[config.mk]
export PLATFORM = sky130hd
export DESIGN_NAME = mips_multicycle_ctrl
export DESIGN_NICKNAME = d
export VERILOG_FILES = /design/src/rtl/mips_multicycle_ctrl.sv
export SDC_FILE = /design/constraint.sdc
export NUM_CORES = 1
export LEC_CHECK = 0
export BUFFER_PORTS_ARGS = -buffer_cell sky130_fd_sc_hd__clkbuf_2
export CAP_MARGIN = 10
export CORE_UTILIZATION = 40
export DETAILED_ROUTE_END_ITERATION = 6
export PLACE_DENSITY = 0.74
export SLEW_MARGIN = 30
export SYNTH_ARGS = -nofsm -noshare
export SYNTH_HDL_FRONTEND = slang
export SYNTH_SLANG_ARGS = --single-unit
[constraint.sdc]
create_clock -name clk -period 1.8 [get_ports clk]
set_clock_uncertainty 0.05 [all_clocks]
set_input_delay 0.18 -clock clk [delete_from_list [all_inputs] [get_ports clk]]
set_output_delay 0.18 -clock clk [all_outputs]
set_load 0.05 [all_outputs]
[src/rtl/mips_multicycle_ctrl.sv]
// Multicycle MIPS control FSM (lw/sw/R-type/beq/addi/j) with a memory wait timeout.
// Outputs are decoded from the state and, in FETCH/DECODE, from mem_ready/opcode. A stalled memory is held off by waiting in place.
module mips_multicycle_ctrl #(
    parameter int TIMEOUT_CYCLES = 15
) (
    input  logic       clk,
    input  logic       rst,
    input  logic [5:0] opcode,
    input  logic       mem_ready,
    output logic       pc_write,
    output logic       pc_write_cond,
    output logic       iord,
    output logic       mem_read,
    output logic       mem_write,
    output logic       ir_write,
    output logic       mem_to_reg,
    output logic       reg_write,
    output logic       reg_dst,
    output logic       alu_src_a,
    output logic [1:0] alu_src_b,
    output logic [1:0] alu_op,
    output logic [1:0] pc_source,
    output logic [3:0] state,
    output logic       illegal_op,
    output logic       mem_err
);
    localparam int CW = $clog2(TIMEOUT_CYCLES + 1);

    localparam logic [5:0] OP_RTYPE = 6'b000000;
    localparam logic [5:0] OP_J     = 6'b000010;
    localparam logic [5:0] OP_BEQ   = 6'b000100;
    localparam logic [5:0] OP_ADDI  = 6'b001000;
    localparam logic [5:0] OP_LW    = 6'b100011;
    localparam logic [5:0] OP_SW    = 6'b101011;

    typedef enum logic [3:0] {
        S_FETCH  = 4'd0,
        S_DECODE = 4'd1,
        S_MEMADR = 4'd2,
        S_MEMRD  = 4'd3,
        S_MEMWB  = 4'd4,
        S_MEMWR  = 4'd5,
        S_EXEC   = 4'd6,
        S_ALUWB  = 4'd7,
        S_BRANCH = 4'd8,
        S_ADDIEX = 4'd9,
        S_ADDIWB = 4'd10,
        S_JUMP   = 4'd11,
        S_ERROR  = 4'd12
    } state_t;

    state_t        r_state;
    state_t        w_next;
    logic [CW-1:0] r_wait_cnt;
    logic          r_is_sw;
    logic          r_mem_err;
    logic          w_wait;
    logic          w_timeout;
    logic          w_legal;

    assign w_wait    = ((r_state == S_FETCH) || (r_state == S_MEMRD) || (r_state == S_MEMWR))
                       && !mem_ready;
    // This is the TIMEOUT_CYCLES-th consecutive stalled cycle: give up at its end.
    assign w_timeout = w_wait && (r_wait_cnt >= CW'(TIMEOUT_CYCLES - 1));
    assign w_legal   = (opcode == OP_RTYPE) || (opcode == OP_J) || (opcode == OP_BEQ) ||
                       (opcode == OP_ADDI) || (opcode == OP_LW) || (opcode == OP_SW);

    always_ff @(posedge clk) begin
        if (rst) begin
            r_state    <= S_FETCH;
            r_wait_cnt <= '0;
            r_is_sw    <= 1'b0;
            r_mem_err  <= 1'b0;
        end else begin
            r_state <= w_next;
            if (w_next != r_state) begin
                r_wait_cnt <= '0;
            end else if (w_wait && (r_wait_cnt != CW'(TIMEOUT_CYCLES))) begin
                r_wait_cnt <= r_wait_cnt + CW'(1);
            end
            if (w_next == S_ERROR) begin
                r_mem_err <= 1'b1;
            end
            // The IR may change after DECODE, so remember lw vs sw for MEMADR.
            if (r_state == S_DECODE) begin
                r_is_sw <= (opcode == OP_SW);
            end
        end
    end

    always_comb begin
        w_next = r_state;
        case (r_state)
            S_FETCH: begin
                if (mem_ready)      w_next = S_DECODE;
                else if (w_timeout) w_next = S_ERROR;
            end
            S_DECODE: begin
                case (opcode)
                    OP_LW, OP_SW: w_next = S_MEMADR;
                    OP_RTYPE:     w_next = S_EXEC;
                    OP_BEQ:       w_next = S_BRANCH;
                    OP_ADDI:      w_next = S_ADDIEX;
                    OP_J:         w_next = S_JUMP;
                    default:      w_next = S_FETCH;
                endcase
            end
            S_MEMADR: w_next = r_is_sw ? S_MEMWR : S_MEMRD;
            S_MEMRD: begin
                if (mem_ready)      w_next = S_MEMWB;
                else if (w_timeout) w_next = S_ERROR;
            end
            S_MEMWB:  w_next = S_FETCH;
            S_MEMWR: begin
                if (mem_ready)      w_next = S_FETCH;
                else if (w_timeout) w_next = S_ERROR;
            end
            S_EXEC:   w_next = S_ALUWB;
            S_ALUWB:  w_next = S_FETCH;
            S_BRANCH: w_next = S_FETCH;
            S_ADDIEX: w_next = S_ADDIWB;
            S_ADDIWB: w_next = S_FETCH;
            S_JUMP:   w_next = S_FETCH;
            S_ERROR:  w_next = S_ERROR;
            default:  w_next = S_FETCH;
        endcase
    end

    always_comb begin
        pc_write      = 1'b0;
        pc_write_cond = 1'b0;
        iord          = 1'b0;
        mem_read      = 1'b0;
        mem_write     = 1'b0;
        ir_write      = 1'b0;
        mem_to_reg    = 1'b0;
        reg_write     = 1'b0;
        reg_dst       = 1'b0;
        alu_src_a     = 1'b0;
        alu_src_b     = 2'd0;
        alu_op        = 2'd0;
        pc_source     = 2'd0;
        illegal_op    = 1'b0;
        case (r_state)
            S_FETCH: begin
                mem_read  = 1'b1;
                alu_src_b = 2'd1;
                pc_write  = mem_ready;
                ir_write  = mem_ready;
            end
            S_DECODE: begin
                alu_src_b  = 2'd3;
                illegal_op = !w_legal;
            end
            S_MEMADR: begin
                alu_src_a = 1'b1;
                alu_src_b = 2'd2;
            end
            S_MEMRD: begin
                iord     = 1'b1;
                mem_read = 1'b1;
            end
            S_MEMWB: begin
                reg_write  = 1'b1;
                mem_to_reg = 1'b1;
            end
            S_MEMWR: begin
                iord      = 1'b1;
                mem_write = 1'b1;
            end
            S_EXEC: begin
                alu_src_a = 1'b1;
                alu_op    = 2'd2;
            end
            S_ALUWB: begin
                reg_write = 1'b1;
                reg_dst   = 1'b1;
            end
            S_BRANCH: begin
                alu_src_a     = 1'b1;
                alu_op        = 2'd1;
                pc_write_cond = 1'b1;
                pc_source     = 2'd1;
            end
            S_ADDIEX: begin
                alu_src_a = 1'b1;
                alu_src_b = 2'd2;
            end
            S_ADDIWB: reg_write = 1'b1;
            S_JUMP: begin
                pc_write  = 1'b1;
                pc_source = 2'd2;
            end
            default: ;
        endcase
        if (rst) begin
            pc_write      = 1'b0;
            pc_write_cond = 1'b0;
            ir_write      = 1'b0;
            mem_read      = 1'b0;
            mem_write     = 1'b0;
            reg_write     = 1'b0;
            illegal_op    = 1'b0;
        end
    end

    assign state   = r_state;
    assign mem_err = r_mem_err;

endmodule
==> summary.txt, run 1 <==
Status
  • Status: finished clean

Pwr
  • Design Power: 0.6304 mW
  • Power per cell area: 458.9 nW/um2
  • Net Switching: 0.2175 mW
  • Sequential power share: 37.6%
  • Largest vdd supply drop: 0.3885 mV
  • Pleak: 0.5689 nW
  • Clk pwr share: 33.6%
  • Combinational power share: 28.8%
  • Switching share of power: 34.50%
  • Int Power: 0.4129 mW

Clocking
  • TritonCTS clock tree: built
  • CTS Buf Count: 3
  • Clk buf depth: 2
  • Clock latency at the later pin of the worst-skew pair: 0.28 ns
  • Root Buffer: clkbuf_4
  • Clk sink count: 10
  • H-tree depth: 1
  • Reg clk slew, reported paths: 0.08 ns

Cells and area
  • Post-route insts no fill: 187
  • Number of filler instances in the final layout: 201
  • Nets: 171
  • Antenna Cells: 0
  • Commonest non-fill, non-tap cell in the layout: clkbuf_2
  • Area grow syn2layout: 38.64%
  • Fraction of layout cells with a size suffix above 1: 51.57%
  • Most frequent cells in the layout: clkbuf_2 (27), buf_4 (10), nor2_1 (9), nand2_1 (7), nor3_1 (7)

Timing
  • Max-slew headroom: 76.48%
  • Final max-slew violation count: 0
  • Max Freq: 576.1 MHz
  • Tmin final: 1.736 ns
  • Tcrit/Tclk final: 96.44%
  • Slew @ Worst Pin: 0.3512 ns
  • Final Hold Viols: 0
  • RSZ-0062 raised after global routing: false
  • Final Setup Violations: 0

Yosys
  • Synth async-reset ratio: 0%
  • Post-synth EDFFs: 0
  • Main synth FF type: dfxtp_1
  • Syn_nets: 135
  • Mapped Cells: 124
  • Cell Area, Synth: 991.0 um2
  • Synth Register Bits: 10
  • Netlist cell types: 55
  • Sequential share of the synthesized area: 20.20%
  • Total of warnings raised by yosys: 0
  • Avg Cell Area, Syn: 7.992 um2

Floorplanning
  • Initial Utilization: 43.54%
  • Height of the die: 51.78 um
  • DIE WIDTH: 51.78 um
  • Row cnt: 17
  • Core area: 2276 um2
  • DIE AREA: 2681 um2
  • I/O pin cnt: 31

Flow run
  • Max Cap Viol: 0

Worst setup path
  • Worst-path fanout max: 11
  • R2r worst-path depth: 6
  • Crit Path Category: register to output port
  • Worst Path Required: 1.57 ns
  • CP Capture Type: output port
  • CP arrival: 1.51 ns
  • CP startpoint kind: register

Global routing
  • Grt ovf: 0
  • Largest net degree at the start of global routing: 21
  • Antenna violations before repair: 0
  • First-pass GRT wire length: 4.174 mm
  • Vias in the first global route: 936
  • Tot GR Track Use: 20.54%

Placed design
  • Post-DP HPWL: 1.869 mm
  • Placed cell count: 175
  • PortBufs: 30
  • Placer Congestion: 0.8477

Routing
  • Post-route ant nets: 0
  • Wire per inst: 14.40 um
  • Via count: 1076
  • DR pass1 iterations: 4
  • Post-route DRC: 0
  • Vias per cell: 5.754
  • Drt total wl: 2.693 mm
  • First DRT Iteration DRCs: 18

Min path
  • Hold crit path type: primary input to register
  • Hold Path Stages: 2
[stage by stage]
| stage | setup slack (ns) | utilization, % | TNS, ns | hold slack, ns | instance area (um2) |
|---|---|---|---|---|---|
| CTS | 0.005930 | 58.11 | 0 | 0.1691 | 1323 |
| global route | 0.003402 | 60.36 | 0 | 0.1801 | 1374 |
| finish | 0.06409 | 60.36 | 0 | 0.1805 | 1374 |
| global placement | 0.1373 | 54.59 | 0 | 0.4223 | 1242 |
| detailed placement | 0.1080 | 54.59 | 0 | 0.4184 | 1242 |
| floorplan | -0.1547 | - | -0.3885 | 0.2966 | 1105 |
[sequential cells by signal, indices dropped and copies added, names as in the netlist]
name / cells
r_is_sw: 1
r_wait_cnt: 4
mem_err: 1
state: 4
[cells by family after synthesis]
| kind of cell | count (synthesis) | synth area share (%) |
|---|---|---|
| fa+ha+maj | 2 | 2.525 |
| flops | 10 | 20.20 |
| xor+xnor | 5 | 4.420 |
| simple gates | 59 | 34.85 |
| compound gates | 33 | 28.79 |
| mux | 1 | 1.010 |
| buf+inv | 14 | 8.206 |
[repair_timing]
| item | 4_1_cts | 5_1_grt |
|---|---|---|
| hold buffers | 0 | 0 |
| setup endpoints to repair | 6 | 4 |
| gates resized for setup | 6 | 5 |
| pin swaps | 0 | 0 |
| buffers inserted | 4 | 4 |
[area by class of cell]
type | count | area, um2 | area share [%]
clock buffer | 4 | 36.28 | 2.641
inverter | 4 | 15.01 | 1.093
multi-input combinational | 100 | 828.3 | 60.29
sequential | 10 | 215.2 | 15.66
tap | 28 | 35.03 | 2.550
timing repair buffer | 41 | 244.0 | 17.76
[per-layer routing]
layer / routed length, um / part of all wire [%] / GRT usage, %
met2: 1411 / 52 / 35.71
met3: 107 / 4.0 / 5.848
met4: 0 / 0 / 2.252
met1: 1174 / 44 / 25.70
met5: 0 / 0 / 0
[power by group through the flow]
stage | sequential [mW] | clock (mW) | combinational [mW]
floorplan | 0.241 | 0 | 0.138
global placement | 0.244 | 0 | 0.169
detailed placement | 0.245 | 0 | 0.173
CTS | 0.237 | 0.215 | 0.178
global route | 0.238 | 0.229 | 0.196
finish | 0.237 | 0.212 | 0.182
[Yosys cell counts (2+ instances only)]
cell	instances	area (um2)
nand4_1	2	12.51
a32oi_1	2	17.52
xnor2_1	3	26.28
dfxtp_1	10	200.2
buf_2	2	10.01
clkbuf_1	4	15.01
inv_1	4	15.01
xor2_1	2	17.52
o211a_1	2	20.02
o21ai_0	4	20.02
and4_1	2	17.52
nand2_1	7	26.28
buf_6	3	33.78
and3_1	3	18.77
nor2_1	14	52.55
nand2b_1	2	12.51
nor3_1	10	50.05
ha_1	2	25.02
nor3b_1	3	22.52
nand3_1	2	10.01
a21oi_1	7	35.03
[worst paths after layout]
| kind | startpoint | endpoint | slack [ns] |
|---|---|---|---|
| max | state[1]$_SDFF_PP0_ | alu_src_b[1] | 0.06 |
| min | rst | state[1]$_SDFF_PP0_ | 0.18 |
| min reg2reg | mem_err$_SDFFE_PP0N_ | mem_err$_SDFFE_PP0N_ | 0.43 |
| max reg2reg | state[1]$_SDFF_PP0_ | r_wait_cnt[1]$_SDFFE_PP0P_ | 0.09 |
[worst max-delay path: stages (launching register included)]
cell	delay [ns]
dfxtp_4	0.44
or3b_4	0.43
a21oi_2	0.13
clkbuf_4	0.23
(Power assumes the default switching activity.)
==> inputs of run 2 (changes only) <==
--- a/config.mk
+++ b/config.mk
@@ -10,7 +10,8 @@
 export CORE_UTILIZATION = 40
 export DETAILED_ROUTE_END_ITERATION = 6
 export PLACE_DENSITY = 0.74
-export SLEW_MARGIN = 30
+export RECOVER_POWER = 100
+export SLEW_MARGIN = 20
 export SYNTH_ARGS = -nofsm -noshare
 export SYNTH_HDL_FRONTEND = slang
 export SYNTH_SLANG_ARGS = --single-unit
==> run 2 against run 1 <==
  * Register-to-register slack is essentially flat
  * Sequential share of layout area grew 0.36 points
  * First-iteration DRC count is 11% lower
  * Fmax about the same
  * Count of clock-buffer cells in the layout unchanged
  * Total power fell by 0.70%
  * Flip-flop and latch count unchanged
  * Final cell count unchanged
  * Largest power group unchanged
==> summary.txt, run 2 (synthesized netlist as in run 1, its figures left out) <==
Worst setup path
  • CP startpoint kind: register
  • Crit-path slowest cell: or3b_4
  • CP arrival: 1.50 ns (about the same)
  • CP cell instances: or3b_4, a21oi_2, clkbuf_4
  • Largest stage delay on the critical path: 0.45 ns (about the same)
  • Worst Path Required: 1.57 ns (about the same)
  • Crit Path Category: register to output port
  • CP Capture Type: output port
  • Critical path buffers and inverters: 1 (unchanged)
  • CP top delay family: simple AND/OR/NAND/NOR gates
  • Worst-path fanout max: 20 (+9)

Floorplanning
  • Initial Utilization: 43.54% (unchanged)
  • I/O pin cnt: 31 (unchanged)
  • DIE AREA: 2681 um2 (unchanged)
  • DIE WIDTH: 51.78 um (unchanged)
  • Height of the die: 51.78 um (unchanged)
  • Core area: 2276 um2 (unchanged)
  • Row cnt: 17 (unchanged)

Global routing
  • Grt ovf: 0 (unchanged)
  • First-pass GRT wire length: 4.174 mm (unchanged)
  • M2 GR Usage: 35.71% (unchanged)
  • Tot GR Track Use: 20.54% (unchanged)
  • Vias in the first global route: 936 (unchanged)
  • Antenna violations before repair: 0 (unchanged)
  • GR Layer Usage met3: 5.848% (unchanged)
  • GR Util met1: 25.70% (unchanged)
  • Largest net degree at the start of global routing: 21 (unchanged)
  • Busiest grt layer: met2

Routing
  • Vias per cell: 5.738 (-0.28%)
  • First DRT Iteration DRCs: 16 (-2)
  • Post-route ant nets: 0 (unchanged)
  • Via count: 1073 (-0.28%)
  • Drt total wl: 2.715 mm (+0.82%)
  • Post-route DRC: 0 (unchanged)
  • Wire per inst: 14.52 um (+0.82%)
  • DR pass1 iterations: 4 (unchanged)

Min path
  • Hold crit path type: primary input to register

Clocking
  • Root Buffer: clkbuf_4
  • Clk buf depth: 2 (unchanged)
  • Clock latency at the later pin of the worst-skew pair: 0.27 ns (about the same)
  • CTS Buf Count: 3 (unchanged)
  • Clk sink count: 10 (unchanged)
  • Reg clk slew, reported paths: 0.08 ns (about the same)
  • TritonCTS clock tree: built
  • H-tree depth: 1 (unchanged)

Timing
  • Final Setup Violations: 0 (unchanged)
  • Max-slew headroom: 60.02% (-16 points)
  • TNS Setup: 0 ns (unchanged)
  • RSZ-0062 raised after global routing: false
  • Final Hold Viols: 0 (unchanged)
  • Slew @ Worst Pin: 0.6023 ns (+0.2510 ns)
  • Final max-slew violation count: 0 (unchanged)
  • Tmin final: 1.735 ns (-0.001157 ns)
  • Max Freq: 576.5 MHz (about the same)
  • Tcrit/Tclk final: 96.38% (about the same)

Cells and area
  • Nets: 171 (unchanged)
  • Fraction of layout cells with a size suffix above 1: 46.54% (-5.0 points)
  • Commonest non-fill, non-tap cell in the layout: clkbuf_2
  • Layout Utilization: 58.99% (-1.4 points)
  • Antenna Cells: 0 (unchanged)
  • Area grow syn2layout: 35.48%
  • Post-route cell area: 1343 um2 (-2.3%)
  • Most frequent cells in the layout: clkbuf_2 (23), nor2_1 (10), buf_4 (9), nor3_1 (8)

Flow run
  • Max Cap Viol: 0 (unchanged)

Pwr
  • Pleak: 0.5530 nW (-2.8%)
  • Largest vdd supply drop: 0.3881 mV (-0.13%)
  • Power per cell area: 466.3 nW/um2 (+1.6%)
  • Design Power: 0.6260 mW (-0.70%)

Placed design
  • Post-DP HPWL: 1.869 mm (unchanged)
  • PortBufs: 30 (unchanged)
  • Post-DP Area: 1242 um2 (unchanged)
  • Placer Congestion: 0.8477 (unchanged)

Status
  • Status: finished clean
[run 2: power breakdown]
part           switching, mW  total, mW  internal (mW)
Sequential            0.0144      0.237          0.223
Combinational          0.112      0.178         0.0660
Clock                 0.0885      0.211          0.123
[run 2: final timing paths]
| kind | from | end | slack, ns | cells after the start |
|---|---|---|---|---|
| worst max-delay path | state[0]$_SDFF_PP0_ | alu_src_b[1] | 0.07 | 3 |
| worst min-delay path | rst | state[1]$_SDFF_PP0_ | 0.18 | 2 |
| worst max register to register | state[1]$_SDFF_PP0_ | mem_err$_SDFFE_PP0N_ | 0.09 | 5 |
| worst min register to register | mem_err$_SDFFE_PP0N_ | mem_err$_SDFFE_PP0N_ | 0.43 | 1 |
[run 2: worst register-to-register path, delay by kind of cell, from the launching register on]
family             cells  cell delay (ns)
AOI/OAI and AO/OA      3             0.53
DFF                    1             0.40
and+or+nand+nor        2             0.66
[run 2: final cells by class]
cell class / instances / area (um2)
fillers: 211 / 933.4
multi-input cells: 100 / 802.0
repair buffers: 41 / 239.0
flip-flops and latches: 10 / 215.2
clock buffers: 4 / 36.28
well taps: 28 / 35.03
inverters: 4 / 15.01
[run 2: metrics by stage]
step	hold WS, ns	setup slack (ns)	cells
finish	0.1777	0.06525	187
global route	0.1717	0.003471	187
CTS	0.1691	0.005930	183
detailed placement	0.4184	0.1080	175
global placement	0.4223	0.1373	175
floorplan	0.2966	-0.1547	124
[run 2: what timing repair did]
action,4_1_cts,5_1_grt
pin swaps,0,0
setup buffers,4,4
hold buffers,0,0
gates resized for setup,6,5
hold endpoints to repair,0,0
setup endpoints to repair,6,4
[run 2: routing by layer]
metal  vias up  part of all wire (%)
met3         0                   3.6
met5         -                     0
met2        26                    52
met1       516                    44
li1        531                     -
met4         0                     0
==> inputs of run 3 (changes only) <==
--- a/config.mk
+++ b/config.mk
@@ -5,11 +5,12 @@
 export SDC_FILE = /design/constraint.sdc
 export NUM_CORES = 1
 export LEC_CHECK = 0
+export ABC_AREA = 1
 export BUFFER_PORTS_ARGS = -buffer_cell sky130_fd_sc_hd__clkbuf_2
 export CAP_MARGIN = 10
 export CORE_UTILIZATION = 40
 export DETAILED_ROUTE_END_ITERATION = 6
-export PLACE_DENSITY = 0.74
+export PLACE_DENSITY = 0.75
 export RECOVER_POWER = 100
 export SLEW_MARGIN = 20
 export SYNTH_ARGS = -nofsm -noshare
==> run 3 against run 2 <==
  * Count of clock-buffer cells in the layout is the same
  * Non-clock buffer count down 9
  * Synthesized cell count is 23% higher
  * Routed wire length shrank 16%
  * Area after synthesis fell by 10%
  * Via count rose by 1.1%
  * Core utilization fell by 1.2 points
  * Combinational power grew 12%
  * Sequential power barely moved
  * Flip-flop and latch count unchanged
  * Die area down 10%
==> summary.txt, run 3 <==
Floorplanning
  • I/O pin cnt: 31 (unchanged)
  • DIE WIDTH: 49.10 um (-5.2%)
  • DIE AREA: 2410 um2 (-10%)
  • Initial Utilization: 43.87% (+0.33 points)
  • Row cnt: 16 (-1)
  • Core area: 2022 um2 (-11%)
  • Height of the die: 49.10 um (-5.2%)

Worst setup path
  • CP Capture Type: output port
  • Critical path buffers and inverters: 3 (+2)
  • Largest stage delay on the critical path: 0.37 ns (-0.08 ns)
  • Crit-path slowest cell: dfxtp_4
  • Crit Path Category: register to output port
  • Cell count along the critical path: 6 (+3)
  • CP startpoint kind: register
  • Worst Path Required: 1.57 ns (about the same)
  • CP top delay family: buffers and inverters
  • R2r worst-path depth: 11 (+6)
  • Worst-path fanout max: 7 (-65%)
  • CP arrival: 1.49 ns (about the same)
  • CP cell instances: nand2_1, clkbuf_1, nor2_4, o21ai_0, inv_2, clkbuf_4

Routing
  • Post-route ant nets: 0 (unchanged)
  • Via count: 1085 (+1.1%)
  • Drt total wl: 2.281 mm (-16%)
  • Vias per cell: 5.070 (-12%)
  • Post-route DRC: 0 (unchanged)
  • DR pass1 iterations: 4 (unchanged)
  • Wire per inst: 10.66 um (-27%)
  • First DRT Iteration DRCs: 35 (+19)

Yosys
  • Total of warnings raised by yosys: 0 (unchanged)
  • Main synth FF type: dfxtp_1
  • Netlist cell types: 23 (-58%)
  • Mapped Cells: 153 (+23%)
  • Synth Register Bits: 10 (unchanged)
  • Syn_nets: 164 (+21%)
  • Cell Area, Synth: 887.1 um2 (-10%)
  • Cell taking the most area after synthesis: dfxtp_1
  • Most frequent cells after synthesis: nor2_1 (31), inv_1 (25), nand2_1 (23), nand3_1 (14), dfxtp_1 (10)
  • Sequential share of the synthesized area: 22.57% (+2.4 points)
  • Synth async-reset ratio: 0% (unchanged)
  • Synth top area share: 22.57% (+2.4 points)
  • Area contributors post-synth: dfxtp_1 (23%), nor2_1 (13%), inv_1 (11%), nand2_1 (9.7%), nand3_1 (7.9%)
  • Most frequent cell after synthesis: nor2_1
  • Post-synth EDFFs: 0 (unchanged)
  • Avg Cell Area, Syn: 5.798 um2 (-27%)

Timing
  • Final Setup Violations: 0 (unchanged)
  • Final Hold Viols: 0 (unchanged)
  • Max-slew headroom: 60.44% (+0.42 points)
  • RSZ-0062 raised after global routing: false
  • Tcrit/Tclk final: 95.60% (-0.77 points)
  • Final max-slew violation count: 0 (unchanged)
  • Hold_ws: 0.2136 ns (+0.03585 ns)
  • Tmin final: 1.721 ns (-0.01391 ns)
  • Max Freq: 581.1 MHz (+0.81%)
  • Slew @ Worst Pin: 0.5960 ns (-0.006305 ns)
  • TNS Setup: 0 ns (unchanged)

Clocking
  • TritonCTS clock tree: built
  • Post-CTS Setup Bufs: 0 (-4)
  • CTS Buf Count: 3 (unchanged)
  • Post-CTS Hold Buffers: 0 (unchanged)
  • Clk buf depth: 2 (unchanged)
  • H-tree depth: 1 (unchanged)
  • PostCTS Resize Cnt: 2 (-4)
  • Clk sink count: 10 (unchanged)
  • Reg clk slew, reported paths: 0.07 ns (about the same)
  • Root Buffer: clkbuf_4
  • Clock latency at the later pin of the worst-skew pair: 0.25 ns (-0.02 ns)

Cells and area
  • Most frequent cells in the layout: nor2_1 (26), inv_1 (24), nand2_1 (23), clkbuf_2 (21), nand3_1 (14)
  • Nets: 199 (+16%)
  • Post-route cell area: 1169 um2 (-13%)
  • Antenna Cells: 0 (unchanged)
  • Fraction of layout cells with a size suffix above 1: 33.16% (-13 points)
  • Area grow syn2layout: 31.73%
  • Commonest non-fill, non-tap cell in the layout: nor2_1

Pwr
  • Pleak: 0.5891 nW (+6.5%)
  • Switching share of power: 35.74% (+1.5 points)
  • Combinational power share: 31.6% (+3.2 points)
  • Sequential power share: 37.7% (-0.2 points)
  • Net Switching: 0.2268 mW (+5.7%)
  • Int Power: 0.4077 mW (-0.93%)
  • Largest vdd supply drop: 0.3684 mV (-5.1%)
  • Clk pwr share: 30.8% (-3.0 points)
  • Design Power: 0.6344 mW (+1.3%)
  • Power per cell area: 542.9 nW/um2 (+16%)

Status
  • Status: finished clean

Placed design
  • Post-DP Area: 1115 um2 (-10%)
  • Placer Congestion: 0.9222 (+8.8%)
  • PortBufs: 30 (unchanged)
  • Post-DP HPWL: 1.847 mm (-1.2%)

Global routing
  • Largest net degree at the start of global routing: 11 (-48%)
  • Vias in the first global route: 1003 (+7.2%)
  • First-pass GRT wire length: 3.898 mm (-6.6%)
  • Tot GR Track Use: 19.83% (-0.71 points)
  • Antenna violations before repair: 0 (unchanged)
  • Grt ovf: 0 (unchanged)

Min path
  • Hold Path Stages: 4 (+2)
  • Hold crit path type: primary input to register

Flow run
  • Max Cap Viol: 0 (unchanged)
[run 3: cell count changes in the layout (fill, tap and decap cells not counted), moves of 6 or more]
cell     change
inv_1       +21
nand2_1     +16
nor2_1      +16
nand3_1     +12
buf_4        -6
inv_2        +6
[run 3: layer usage]
metal	global-route usage, %	part of all wire, %	vias up
met1	24.24	40	473
met5	0	0	-
met2	33.11	51	55
li1	-	-	547
met4	11.27	2.9	0
met3	2.492	6.4	10
[run 3: logic make-up (layout without fill, tap and decap cells)]
logic type,count (synthesis),count (layout),synth area share (%)
fa+ha+maj,2,2,2.820
simple gates,86,86,45.13
compound gates,19,19,12.13
xor+xnor,3,3,2.962
buf+inv,33,67,14.39
flops,10,10,22.57
[run 3: final timing paths]
check	start	slack, ns	end
worst min register to register	mem_err$_SDFFE_PP0N_	0.47	mem_err$_SDFFE_PP0N_
worst max register to register	r_wait_cnt[0]$_SDFFE_PP0P_	0.15	r_wait_cnt[0]$_SDFFE_PP0P_
worst max-delay path	state[0]$_SDFF_PP0_	0.08	reg_write
worst min-delay path	rst	0.21	state[3]$_SDFF_PP0_
[run 3: through the flow]
stage	setup WS, ns	utilization [%]	cells
after floorplan	-0.08442	-	153
after global placement	0.1625	55.14	210
after detailed placement	0.02639	55.14	210
after CTS	0.003512	57.05	214
after global routing	0.003297	57.80	214
final	0.07915	57.80	214
[run 3: cell type report]
cell class / count / area [um2]
fillers: 204 / 853.3
multi-input cells: 110 / 599.3
repair buffers: 32 / 168.9
clock buffers: 4 / 36.28
flip-flops and latches: 10 / 214.0
well taps: 27 / 33.78
inverters: 31 / 116.4
[run 3: power by group through the flow]
stage / clock, mW / sequential, mW / combinational, mW
floorplan: 0 / 0.255 / 0.142
global placement: 0 / 0.245 / 0.196
detailed placement: 0 / 0.246 / 0.198
CTS: 0.202 / 0.241 / 0.200
global route: 0.213 / 0.241 / 0.218
finish: 0.195 / 0.239 / 0.200
[run 3: worst reg2reg max path, cell delays in order, from the launching register on]
cell and delay (ns):
dfxtp_2 0.36, inv_1 0.05, ha_1 0.21, o21ai_2 0.16, inv_1 0.09, nand3_1 0.11, nand3_1 0.14, nand2_1 0.09
nand2_1 0.06, nor2_2 0.09, nand2_2 0.08, nor2_1 0.10
